$ cat src/rtl/mux_nto1_rr.sv
// N-to-1 stream mux with fixed-select or round-robin channel choice feeding a
// single-entry output register. Define MUX_XFER_CNT_EN to enable the xfer_cnt counter.
module mux_nto1_rr #(
  parameter int W  = 8,
  parameter int N  = 4,
  parameter int SW = 2
) (
  input  logic           clk,
  input  logic           rst,
  input  logic           en,
  input  logic           mode,
  input  logic [SW-1:0]  se,
  input  logic [N*W-1:0] in_data,
  input  logic [N-1:0]   in_valid,
  output logic [N-1:0]   in_ready,
  output logic [W-1:0]   y,
  output logic           y_valid,
  input  logic           y_ready,
  output logic [SW-1:0]  grant,
  output logic [15:0]    xfer_cnt
);

  logic [W-1:0]  y_q, y_d;
  logic          y_valid_q, y_valid_d;
  logic [SW-1:0] grant_q, grant_d;
  logic [SW-1:0] ptr_q, ptr_d;

  logic          room;
  logic          chosen;
  logic          ld;
  logic [SW-1:0] c;
  logic          rr_found;
  logic [SW-1:0] rr_idx;
  logic [W-1:0]  sel_data;

  // The output slot can take new data when empty or being drained this cycle.
  assign room = en & ~rst & (~y_valid_q | y_ready);

  // Round-robin search starting at ptr_q, wrapping at N (N need not be a power of 2).
  always_comb begin
    // NOTE: every always_comb output gets a default first so no latch is inferred.
    rr_found = 1'b0;
    rr_idx   = '0;
    for (int k = 0; k < N; k++) begin
      logic [SW:0] j;
      j = {1'b0, ptr_q} + (SW+1)'(k);
      if (j >= (SW+1)'(N)) j = j - (SW+1)'(N);
      if (!rr_found && in_valid[j[SW-1:0]]) begin
        rr_found = 1'b1;
        rr_idx   = j[SW-1:0];
      end
    end
  end

  always_comb begin
    chosen = 1'b0;
    c      = '0;
    if (mode) begin
      chosen = rr_found;
      c      = rr_idx;
    end else if (int'(se) < N) begin
      chosen = 1'b1;
      c      = se;
    end
  end

  always_comb begin
    in_ready = '0;
    sel_data = '0;
    for (int i = 0; i < N; i++) begin
      if (c == SW'(i)) begin
        in_ready[i] = room & chosen;
        sel_data    = in_data[i*W +: W];
      end
    end
  end

  assign ld = room & chosen & in_valid[c];

  always_comb begin
    y_d       = y_q;
    grant_d   = grant_q;
    ptr_d     = ptr_q;
    y_valid_d = y_valid_q;
    if (ld) begin
      y_d       = sel_data;
      grant_d   = c;
      y_valid_d = 1'b1;
      if (mode) ptr_d = (c == SW'(N-1)) ? '0 : c + SW'(1);
    end else if (y_ready) begin
      y_valid_d = 1'b0;
    end
  end

  always_ff @(posedge clk or posedge rst) begin
    if (rst) begin
      y_q       <= '0;
      y_valid_q <= 1'b0;
      grant_q   <= '0;
      ptr_q     <= '0;
    end else begin
      // NOTE: sequential state uses non-blocking assignments so all registers update together.
      y_q       <= y_d;
      y_valid_q <= y_valid_d;
      grant_q   <= grant_d;
      ptr_q     <= ptr_d;
    end
  end

  assign y       = y_q;
  assign y_valid = y_valid_q;
  assign grant   = grant_q;

`ifdef MUX_XFER_CNT_EN
  logic [15:0] cnt_q, cnt_d;

  assign cnt_d = (ld && cnt_q != 16'hFFFF) ? cnt_q + 16'd1 : cnt_q;

  always_ff @(posedge clk or posedge rst) begin
    if (rst) cnt_q <= '0;
    else     cnt_q <= cnt_d;
  end

  assign xfer_cnt = cnt_q;
`else
  assign xfer_cnt = 16'h0000;
`endif

endmodule
$ cat config.mk
export PLATFORM = sky130hd
export DESIGN_NAME = mux_nto1_rr
export DESIGN_NICKNAME = d
export VERILOG_FILES = /design/src/rtl/mux_nto1_rr.sv
export SDC_FILE = /design/constraint.sdc
export NUM_CORES = 1
export LEC_CHECK = 0
export ABC_AREA = 1
export CAP_MARGIN = 20
export CORE_MARGIN = 4
export CORE_UTILIZATION = 40
export CTS_BUF_LIST = sky130_fd_sc_hd__clkbuf_2 sky130_fd_sc_hd__clkbuf_4 sky130_fd_sc_hd__clkbuf_8
export DETAILED_ROUTE_END_ITERATION = 8
export GPL_TIMING_DRIVEN = 1
export HOLD_SLACK_MARGIN = 0.08
export PLACE_DENSITY = 0.88
export SLEW_MARGIN = 10
export SYNTH_ARGS = -nofsm -noshare
export SYNTH_HDL_FRONTEND = slang
export SYNTH_SLANG_ARGS = --single-unit
export TNS_END_PERCENT = 10
$ cat constraint.sdc
create_clock -name clk -period 4.5 [get_ports clk]
set_clock_uncertainty 0.1 [all_clocks]
set_input_delay 1.35 -clock clk [delete_from_list [all_inputs] [get_ports clk]]
set_output_delay 1.35 -clock clk [all_outputs]
set_load 0.02 [all_outputs]
==> flow_metrics.py, run 1 <==
metrics = {
    "grt": {
        "groute.usage.overall_pct": 16.5,
        "antenna_found_initial": 0,
        "grt_pass1_vias": 1374,
        "gr-total-overflow": 0,
        "grt_pass1_wl_um": 6010,
        "grt_start_max_net_pins": 22,
    },
    "clock_tree": {
        "clk_pin_slew_ns": 0.08,
        "ctsHoldBuffers": 0,
        "cts_tree": "yes",
        "clk_path_buf_depth": 2,
        "cts_buffers": 3,
        "cts_htree_levels": 1,
        "clock_latency_ns": 0.26,
        "cts-root-buf": "clkbuf_4",
        "cts.sinks": 13,
    },
    "place": {
        "gp_congestion": 0.838,
        "hpwl_um": 3190,
        "io_buffers": 57,
        "placed_area_mm2": 0.00209,
        "dp_cells": 315,
    },
    "floorplan": {
        "initial_core_util_pct": 42.6,
        "fp.dieH_um": 68.3,
        "fp.dieW_um": 68.3,
        "dieArea_mm2": 0.00467,
        "io_pins": 74,
        "num_rows": 21,
        "core_area_mm2": 0.00342,
    },
    "critical_path": {
        "worstPathCellList": "dlygate4sd2_1 -> inv_2 -> nand2_2 -> nand3_2 -> nand2_2 -> nor2_4 -> nand3_1 -> nand2_1 -> inv_1 -> nand2_2 -> nand2_4 -> inv_4 -> ha_2 -> inv_1 -> nor2_1 -> buf_4",
        "crit_type": "in -> out",
        "crit_required_ns": 3.05,
        "crit_fanout": 4,
        "cp_top_family": "simple AND/OR/NAND/NOR gates",
        "cp.buffers_inverters": 6,
        "cp_common_cell": "nand2_2",
        "cp-end-kind": "output port",
        "critical_path.slowest_cell": "dlygate4sd2_1",
        "critical_path.startpoint_type": "input port",
        "slowest_delay_ns": 0.27,
        "arrival_ns": 2.91,
    },
    "cells_and_area": {
        "area_delta_synth_final_pct": 47.3,
        "post-route-util_pct": 62.8,
        "diodes": 0,
        "drive_gt1_share_pct": 31.4,
        "final_cell_area_mm2": 0.00214,
        "num-fill-cells": 306,
        "fin_nets": 322,
        "stdcell_count": 320,
    },
    "routing": {
        "ant_nets": 0,
        "wire_per_inst_um": 12.2,
        "detail_route.vias_per_cell": 4.65,
        "vias": 1489,
        "initialDrtViolationCount": 78,
        "drc": 0,
        "finalWirelength_um": 3900,
        "drtPass1Iterations": 4,
    },
    "logic_synthesis": {
        "ys_types": 26,
        "muxShareOfSynthArea_pct": 5.50,
        "synth_xor_area_share_pct": 0,
        "synth_seq_cells": 13,
        "synth_area_per_cell_um2": 7.14,
        "postSynthCellCount": 204,
        "synth_area_mm2": 0.00146,
        "synth_compound_area_share_pct": 13.7,
        "yosys.area_share.adder_pct": 3.44,
        "ys_warn_count": 0,
        "synth_top_family_by_area": "simple AND/OR/NAND/NOR gates",
        "synth-simple-area-share_pct": 36.9,
        "synth-seq-area-share_pct": 22.3,
    },
    "outcome": {
        "status": "finished clean",
    },
    "sta": {
        "fin_crit_sh_pct": 96.8,
        "period_minus_slack_ns": 4.36,
        "maxSlewViolCount": 0,
        "hold_viol": 0,
        "setup_viol": 0,
        "max_freq_ghz": 0.230,
        "grt_setup_unrepaired": "false",
    },
    "power": {
        "power.density_mw_per_mm2": 590,
        "p_leak_nw": 1.04,
        "peakVddDrop_uv": 325,
    },
    "job": {
        "maxCapViolCount": 0,
    },
    "hold_path": {
        "hp-class": "reg -> reg",
    },
}
path summary, 6_finish.rpt:
path                              from          end  slack (ns)  depth (start not counted)
max                        in_valid[1]  in_ready[1]        0.14                         16
min in group asynchronous          rst         y[4]        1.33                          3
min                               y[5]         y[5]        0.39                          2
max in group asynchronous          rst     ptr_q[0]        2.81                          3
min reg2reg                       y[5]         y[5]        0.39                          2
max reg2reg                   ptr_q[0]         y[2]        1.50                         19
synthesized netlist by cell type:
library cell	instances	area [um^2]
inv_2	4	15.0
nand2_1	49	184
nand3_1	11	55.1
nand2_4	4	45.0
inv_4	1	6.26
ha_1	4	50.1
nand2_2	24	150
nor2_1	7	26.3
buf_1	1	3.75
nor2_2	2	12.5
nand4_1	2	12.5
dfrtp_1	13	325
nor2_4	2	22.5
o211ai_1	1	7.51
conb_1	1	3.75
a22oi_1	8	60.1
o21ai_1	1	5.00
mux2i_1	8	80.1
buf_6	3	33.8
o21ai_0	8	40.0
buf_2	1	5.00
nand3_2	3	30.0
clkbuf_1	3	11.3
buf_4	16	120
o21ai_2	10	87.6
inv_1	17	63.8
layer usage:
| layer | wire length, um | global-route usage [%] | part of all wire [%] |
|---|---|---|---|
| met4 | 27 | 4.71 | 0.69 |
| met3 | 262 | 1.48 | 6.7 |
| met5 | 0 | 0 | 0 |
| met2 | 2010 | 28.8 | 52 |
| met1 | 1600 | 21.4 | 41 |
power breakdown:
| group | switching (W) | internal [W] |
|---|---|---|
| registers | 0.0000601 | 0.000172 |
| clock network | 0.0000348 | 0.0000403 |
| logic | 0.000552 | 0.000405 |
per-stage QoR:
stage	setup TNS [ns]	worst slack (ns)	hold slack (ns)	total power, W
2_1_floorplan	0	0.00447	0.455	0.000867
3_3_place_gp	-1.97	-0.503	0.371	0.00114
3_5_place_dp	-2.12	-0.547	0.374	0.00116
4_1_cts	0	0.156	0.393	0.00126
5_1_grt	0	0.00839	0.427	0.00137
6_report	0	0.143	0.391	0.00126
cells by family after synthesis:
group,after synthesis
mux,8
compound gates,28
flops,13
buf+inv,46
other cells,1
simple gates,104
fa+ha+maj,4
worst register-to-register path: cells and delay by family, from the launching register on:
kind	cells	cell delay, ns
and+or+nand+nor	10	0.87
DFF	1	0.62
AOI/OAI and AO/OA	3	0.48
muxes	1	0.15
buffers and inverters	4	0.55
adders and majority gates	1	0.18
registers in the layout (all words and copies together) (netlist names):
| name | flops |
|---|---|
| y | 8 |
| grant | 2 |
| ptr_q | 2 |
| y_valid | 1 |
placed cells by master, fill, tap and decap left out, types with 7 or more instances in the layout:
cell | synthesis | final
nand2_2 | 24 | 28
mux2i_1 | 8 | 8
nor2_1 | 7 | 7
o21ai_2 | 10 | 10
nand3_1 | 11 | 9
clkdlybuf4s50_1 | 0 | 49
conb_1 | 1 | 16
a22oi_1 | 8 | 8
dfrtp_1 | 13 | 13
nand2_1 | 49 | 45
buf_4 | 16 | 22
inv_1 | 17 | 14
inv_2 | 4 | 7
o21ai_0 | 8 | 8
cell type report:
type	count	area [um^2]	area share [%]
multi-input cells	160	956	44.6
flip-flops and latches	13	325	15.2
well taps	46	57.6	2.68
clock buffers	4	30.0	1.40
repair buffers	75	691	32.2
inverters	22	85.1	3.97
repair_timing:
| action | CTS | global route |
|---|---|---|
| buffers inserted | 1 | 0 |
| pin swaps | 3 | 0 |
| setup endpoints to repair | 4 | 1 |
| resized for setup | 34 | 1 |
(Power assumes the default switching activity.)
==> run 2, diff against run 1 <==
--- a/config.mk
+++ b/config.mk
@@ -8,12 +8,12 @@
 export ABC_AREA = 1
 export CAP_MARGIN = 20
 export CORE_MARGIN = 4
-export CORE_UTILIZATION = 40
+export CORE_UTILIZATION = 41
 export CTS_BUF_LIST = sky130_fd_sc_hd__clkbuf_2 sky130_fd_sc_hd__clkbuf_4 sky130_fd_sc_hd__clkbuf_8
 export DETAILED_ROUTE_END_ITERATION = 8
 export GPL_TIMING_DRIVEN = 1
 export HOLD_SLACK_MARGIN = 0.08
-export PLACE_DENSITY = 0.88
+export PLACE_DENSITY = 0.9
 export SLEW_MARGIN = 10
 export SYNTH_ARGS = -nofsm -noshare
 export SYNTH_HDL_FRONTEND = slang
==> flow_metrics.py, run 2 (same netlist as run 1, synthesis figures left out) <==
metrics = {
    "clock_tree": {
        "cts-root-buf": "clkbuf_4",
        "clk_pin_slew_ns": 0.07,
        "cts_htree_levels": 1,
        "clk_path_buf_depth": 2,
        "cts.sinks": 13,
        "ctsHoldBuffers": 0,
        "cts_buffers": 3,
        "cts_tree": "yes",
        "clock_latency_ns": 0.29,
    },
    "sta": {
        "holdWs_ns": 0.392,
        "setup_viol": 0,
        "fin_crit_sh_pct": 96.6,
        "grt_setup_unrepaired": "false",
        "period_minus_slack_ns": 4.35,
        "maxSlewViolCount": 0,
        "max_freq_ghz": 0.230,
        "tns_ns": 0,
        "worst_slack_ns": 0.151,
        "hold_viol": 0,
    },
    "grt": {
        "grt_pass1_wl_um": 5950,
        "gr-total-overflow": 0,
        "grt_start_max_net_pins": 22,
        "grt_pass1_vias": 1328,
        "antenna_found_initial": 0,
        "groute.usage.overall_pct": 17.0,
    },
    "critical_path": {
        "cp-end-kind": "output port",
        "rr_worst_depth": 19,
        "r2r-end": "y[2]",
        "r2r_slack_ns": 1.34,
        "crit_start": "in_valid[0]",
        "crit_fanout": 4,
        "crit_type": "in -> out",
        "r2r-start": "ptr_q[0]",
        "arrival_ns": 2.90,
        "crit_required_ns": 3.05,
        "critical_path.startpoint_type": "input port",
    },
    "routing": {
        "drtPass1Iterations": 4,
        "ant_nets": 0,
        "vias": 1465,
        "finalWirelength_um": 3870,
        "wire_per_inst_um": 12.3,
        "initialDrtViolationCount": 63,
        "detail_route.vias_per_cell": 4.65,
        "drc": 0,
    },
    "hold_path": {
        "min_from": "y[1]",
        "hp-class": "reg -> reg",
        "min_to": "y[1]",
        "holdPathStages": 2,
    },
    "place": {
        "io_buffers": 57,
        "gp_congestion": 0.935,
        "placed_area_mm2": 0.00206,
        "place_ws_ns": -0.567,
        "hpwl_um": 3180,
    },
    "power": {
        "peakVddDrop_uv": 364,
        "p_leak_nw": 1.01,
        "power.density_mw_per_mm2": 599,
    },
    "floorplan": {
        "io_pins": 74,
        "dieArea_mm2": 0.00457,
        "fp.dieH_um": 67.6,
        "core_area_mm2": 0.00339,
        "num_rows": 21,
        "fp.dieW_um": 67.6,
        "initial_core_util_pct": 43.0,
    },
    "cells_and_area": {
        "final_cell_area_mm2": 0.00210,
        "diodes": 0,
        "drive_gt1_share_pct": 29.7,
        "layout_commonest_cell": "clkdlybuf4s50_1",
        "post-route-util_pct": 62.0,
        "area_delta_synth_final_pct": 44.3,
        "fin_nets": 317,
        "most-common-layout-cells": "49 x clkdlybuf4s50_1, 46 x nand2_1, 27 x nand2_2, 16 x conb_1, 16 x buf_4",
        "largest_reg_flops": 8,
    },
    "job": {
        "maxCapViolCount": 0,
    },
    "outcome": {
        "status": "finished clean",
    },
}
## run 2: cell types whose count changed in the layout (fill, tap and decap cells not counted), sizes merged
cell,before,now
buf,22,17
## run 2: power by group
part | switching, W | total [W] | internal (W) | leakage, nW
combinational | 0.000551 | 0.000945 | 0.000394 | 0.829
clock | 0.0000404 | 0.0000810 | 0.0000406 | 0.0184
sequential | 0.0000607 | 0.000233 | 0.000172 | 0.167
## run 2: final cells by class
cell class,instances,area (um^2)
fillers,295,1290
clock buffers,4,30.0
repair buffers,70,651
flip-flops and latches,13,325
multi-input cells,160,953
well taps,46,57.6
inverters,22,85.1
## run 2: repair_timing
action	CTS	global route
setup endpoints to repair	4	2
pin swaps	3	1
resized for setup	32	1
buffers inserted	0	0
## run 2: per-layer routing
| layer | track usage [%] | vias up | part of all wire (%) | wire length (um) |
|---|---|---|---|---|
| met2 | 30.3 | 51 | 52 | 2020 |
| met5 | 0 | - | 0 | 0 |
| met1 | 21.1 | 660 | 40 | 1560 |
| met3 | 2.66 | 5 | 6.1 | 236 |
| li1 | - | 749 | - | - |
| met4 | 4.05 | 0 | 1.4 | 55 |
## run 2: how the worst max path moves through the flow
stage                             end  slack, ns
after floorplan           in_ready[2]      0.004
after global placement    in_ready[3]      -0.50
after detailed placement  in_ready[1]      -0.57
after CTS                 in_ready[1]       0.15
after global routing      in_ready[0]     0.0002
final                     in_ready[1]       0.15
## run 2: worst max-delay path, stage by stage
cell	delay, ns
dlygate4sd2_1	0.26
inv_1	0.09
nand2_2	0.07
nand3_2	0.09
nand2_2	0.09
nor2_4	0.13
nand3_1	0.07
nand2_1	0.06
inv_1	0.04
nand2_2	0.07
nand2_4	0.07
inv_4	0.06
ha_1	0.16
inv_1	0.04
nor2_1	0.10
buf_4	0.15
## run 2: through the flow
stage / instances / power, W
3_3_place_gp: 311 / 0.00113
3_5_place_dp: 311 / 0.00116
5_1_grt: 315 / 0.00136
2_1_floorplan: 219 / 0.000867
6_report: 315 / 0.00126
4_1_cts: 315 / 0.00126
==> run 3, diff against run 2 <==
--- a/config.mk
+++ b/config.mk
@@ -8,12 +8,12 @@
 export ABC_AREA = 1
 export CAP_MARGIN = 20
 export CORE_MARGIN = 4
-export CORE_UTILIZATION = 41
+export CORE_UTILIZATION = 38
 export CTS_BUF_LIST = sky130_fd_sc_hd__clkbuf_2 sky130_fd_sc_hd__clkbuf_4 sky130_fd_sc_hd__clkbuf_8
 export DETAILED_ROUTE_END_ITERATION = 8
 export GPL_TIMING_DRIVEN = 1
 export HOLD_SLACK_MARGIN = 0.08
-export PLACE_DENSITY = 0.9
+export PLACE_DENSITY = 0.85
 export SLEW_MARGIN = 10
 export SYNTH_ARGS = -nofsm -noshare
 export SYNTH_HDL_FRONTEND = slang
==> flow_metrics.py, run 3 (same netlist as run 1, synthesis figures left out) <==
metrics = {
    "critical_path": {
        "cp-end-kind": "output port",
        "crit_fanout": 4,
        "crit_required_ns": 3.05,
        "arrival_ns": 2.90,
        "critical_path.startpoint_type": "input port",
        "rr_worst_depth": 20,
        "crit_type": "in -> out",
    },
    "routing": {
        "detail_route.vias_per_cell": 4.54,
        "vias": 1465,
        "drc": 0,
        "initialDrtViolationCount": 58,
        "drtPass1Iterations": 4,
        "finalWirelength_um": 3890,
        "wire_per_inst_um": 12.0,
        "ant_nets": 0,
    },
    "grt": {
        "gr-total-overflow": 0,
        "grt_pass1_vias": 1473,
        "grt_start_max_net_pins": 22,
        "grt_pass1_wl_um": 6270,
        "groute.usage.overall_pct": 15.4,
        "antenna_found_initial": 0,
    },
    "clock_tree": {
        "clk_path_buf_depth": 2,
        "cts_tree": "yes",
        "cts_buffers": 3,
        "clk_pin_slew_ns": 0.05,
        "cts-root-buf": "clkbuf_8",
        "cts.sinks": 13,
        "cts_htree_levels": 1,
        "clock_latency_ns": 0.24,
    },
    "floorplan": {
        "num_rows": 22,
        "fp.dieH_um": 69.9,
        "core_area_mm2": 0.00369,
        "io_pins": 74,
        "fp.dieW_um": 69.9,
        "initial_core_util_pct": 39.5,
        "dieArea_mm2": 0.00489,
    },
    "outcome": {
        "status": "finished clean",
    },
    "job": {
        "maxCapViolCount": 0,
    },
    "power": {
        "p_leak_nw": 1.05,
        "finalPower_w": 0.00132,
        "peakVddDrop_uv": 281,
        "power.density_mw_per_mm2": 600,
    },
    "cells_and_area": {
        "layout_commonest_cell": "clkdlybuf4s50_1",
        "seq_area_um2": 325,
        "post-route-util_pct": 59.5,
        "final_cell_area_mm2": 0.00219,
        "fin_nets": 323,
        "multi_input_area_um2": 976,
        "most-common-layout-cells": "49 x clkdlybuf4s50_1, 43 x nand2_1, 29 x nand2_2, 20 x buf_4, 16 x conb_1",
        "diodes": 0,
        "drive_gt1_share_pct": 33.5,
        "num-fill-cells": 326,
        "largest_reg_flops": 8,
        "area_delta_synth_final_pct": 50.6,
    },
    "sta": {
        "fin_crit_sh_pct": 96.7,
        "hold_viol": 0,
        "period_minus_slack_ns": 4.35,
        "worst_slack_ns": 0.150,
        "maxSlewViolCount": 0,
        "grt_setup_unrepaired": "false",
        "max_freq_ghz": 0.230,
        "setup_viol": 0,
    },
    "hold_path": {
        "hp-class": "reg -> reg",
        "holdPathStages": 2,
    },
    "place": {
        "hpwl_um": 2990,
        "place_ws_ns": -0.568,
        "gp_congestion": 0.830,
        "io_buffers": 57,
        "placed_area_mm2": 0.00208,
    },
}
==> run 3: routing by layer <==
layer	track usage [%]	vias to the layer above	routed length (um)	part of all wire [%]
li1	-	761	-	-
met1	19.1	644	1660	43
met2	28.2	55	1980	51
met3	1.29	5	210	5.4
met4	4.26	0	38	0.98
met5	0	-	0	0
==> run 3: final timing paths <==
check,slack (ns),startpoint,endpoint
worst min-delay path,0.38,grant[0],grant[0]
min in group asynchronous,1.36,rst,ptr_q[0]
worst max-delay path,0.15,in_valid[1],in_ready[0]
max in group asynchronous,2.78,rst,y[6]
worst min register to register,0.38,grant[0],grant[0]
worst max register to register,1.51,ptr_q[0],y[4]
==> run 3: stage by stage <==
stage	hold slack [ns]	cells	setup TNS, ns
finish	0.383	323	0
global route	0.407	323	0
CTS	0.386	323	0
detailed placement	0.372	315	-2.21
global placement	0.371	315	-2.14
floorplan	0.455	219	0
==> run 3: cell type report <==
cell class / instances / share of cell area [%]
Clock buffer: 4 / 2.22
Inverter: 22 / 3.88
Multi-Input combinational cell: 160 / 44.5
Sequential cell: 13 / 14.8
Tap cell: 48 / 2.74
Timing Repair Buffer: 76 / 31.8
==> run 3: timing repair <==
item,in CTS,in global routing
hold buffers,0,0
resized for setup,34,8
setup endpoints to repair,4,2
pin swaps,3,5
buffers inserted,4,0
==> run 3: report_power, final <==
group	switching [W]	internal [W]
logic	0.000557	0.000420
clock network	0.0000381	0.0000683
registers	0.0000612	0.000172
==> run 3: critical path, stage by stage <==
cell	delay [ns]
dlygate4sd2_1	0.26
inv_1	0.09
nand2_2	0.07
nand3_2	0.12
nand2_4	0.07
nor2_4	0.09
nand3_1	0.07
nand2_1	0.06
inv_1	0.05
nand2_2	0.08
nand2_4	0.07
inv_4	0.06
ha_1	0.14
inv_1	0.06
nor2_1	0.09
buf_2	0.17
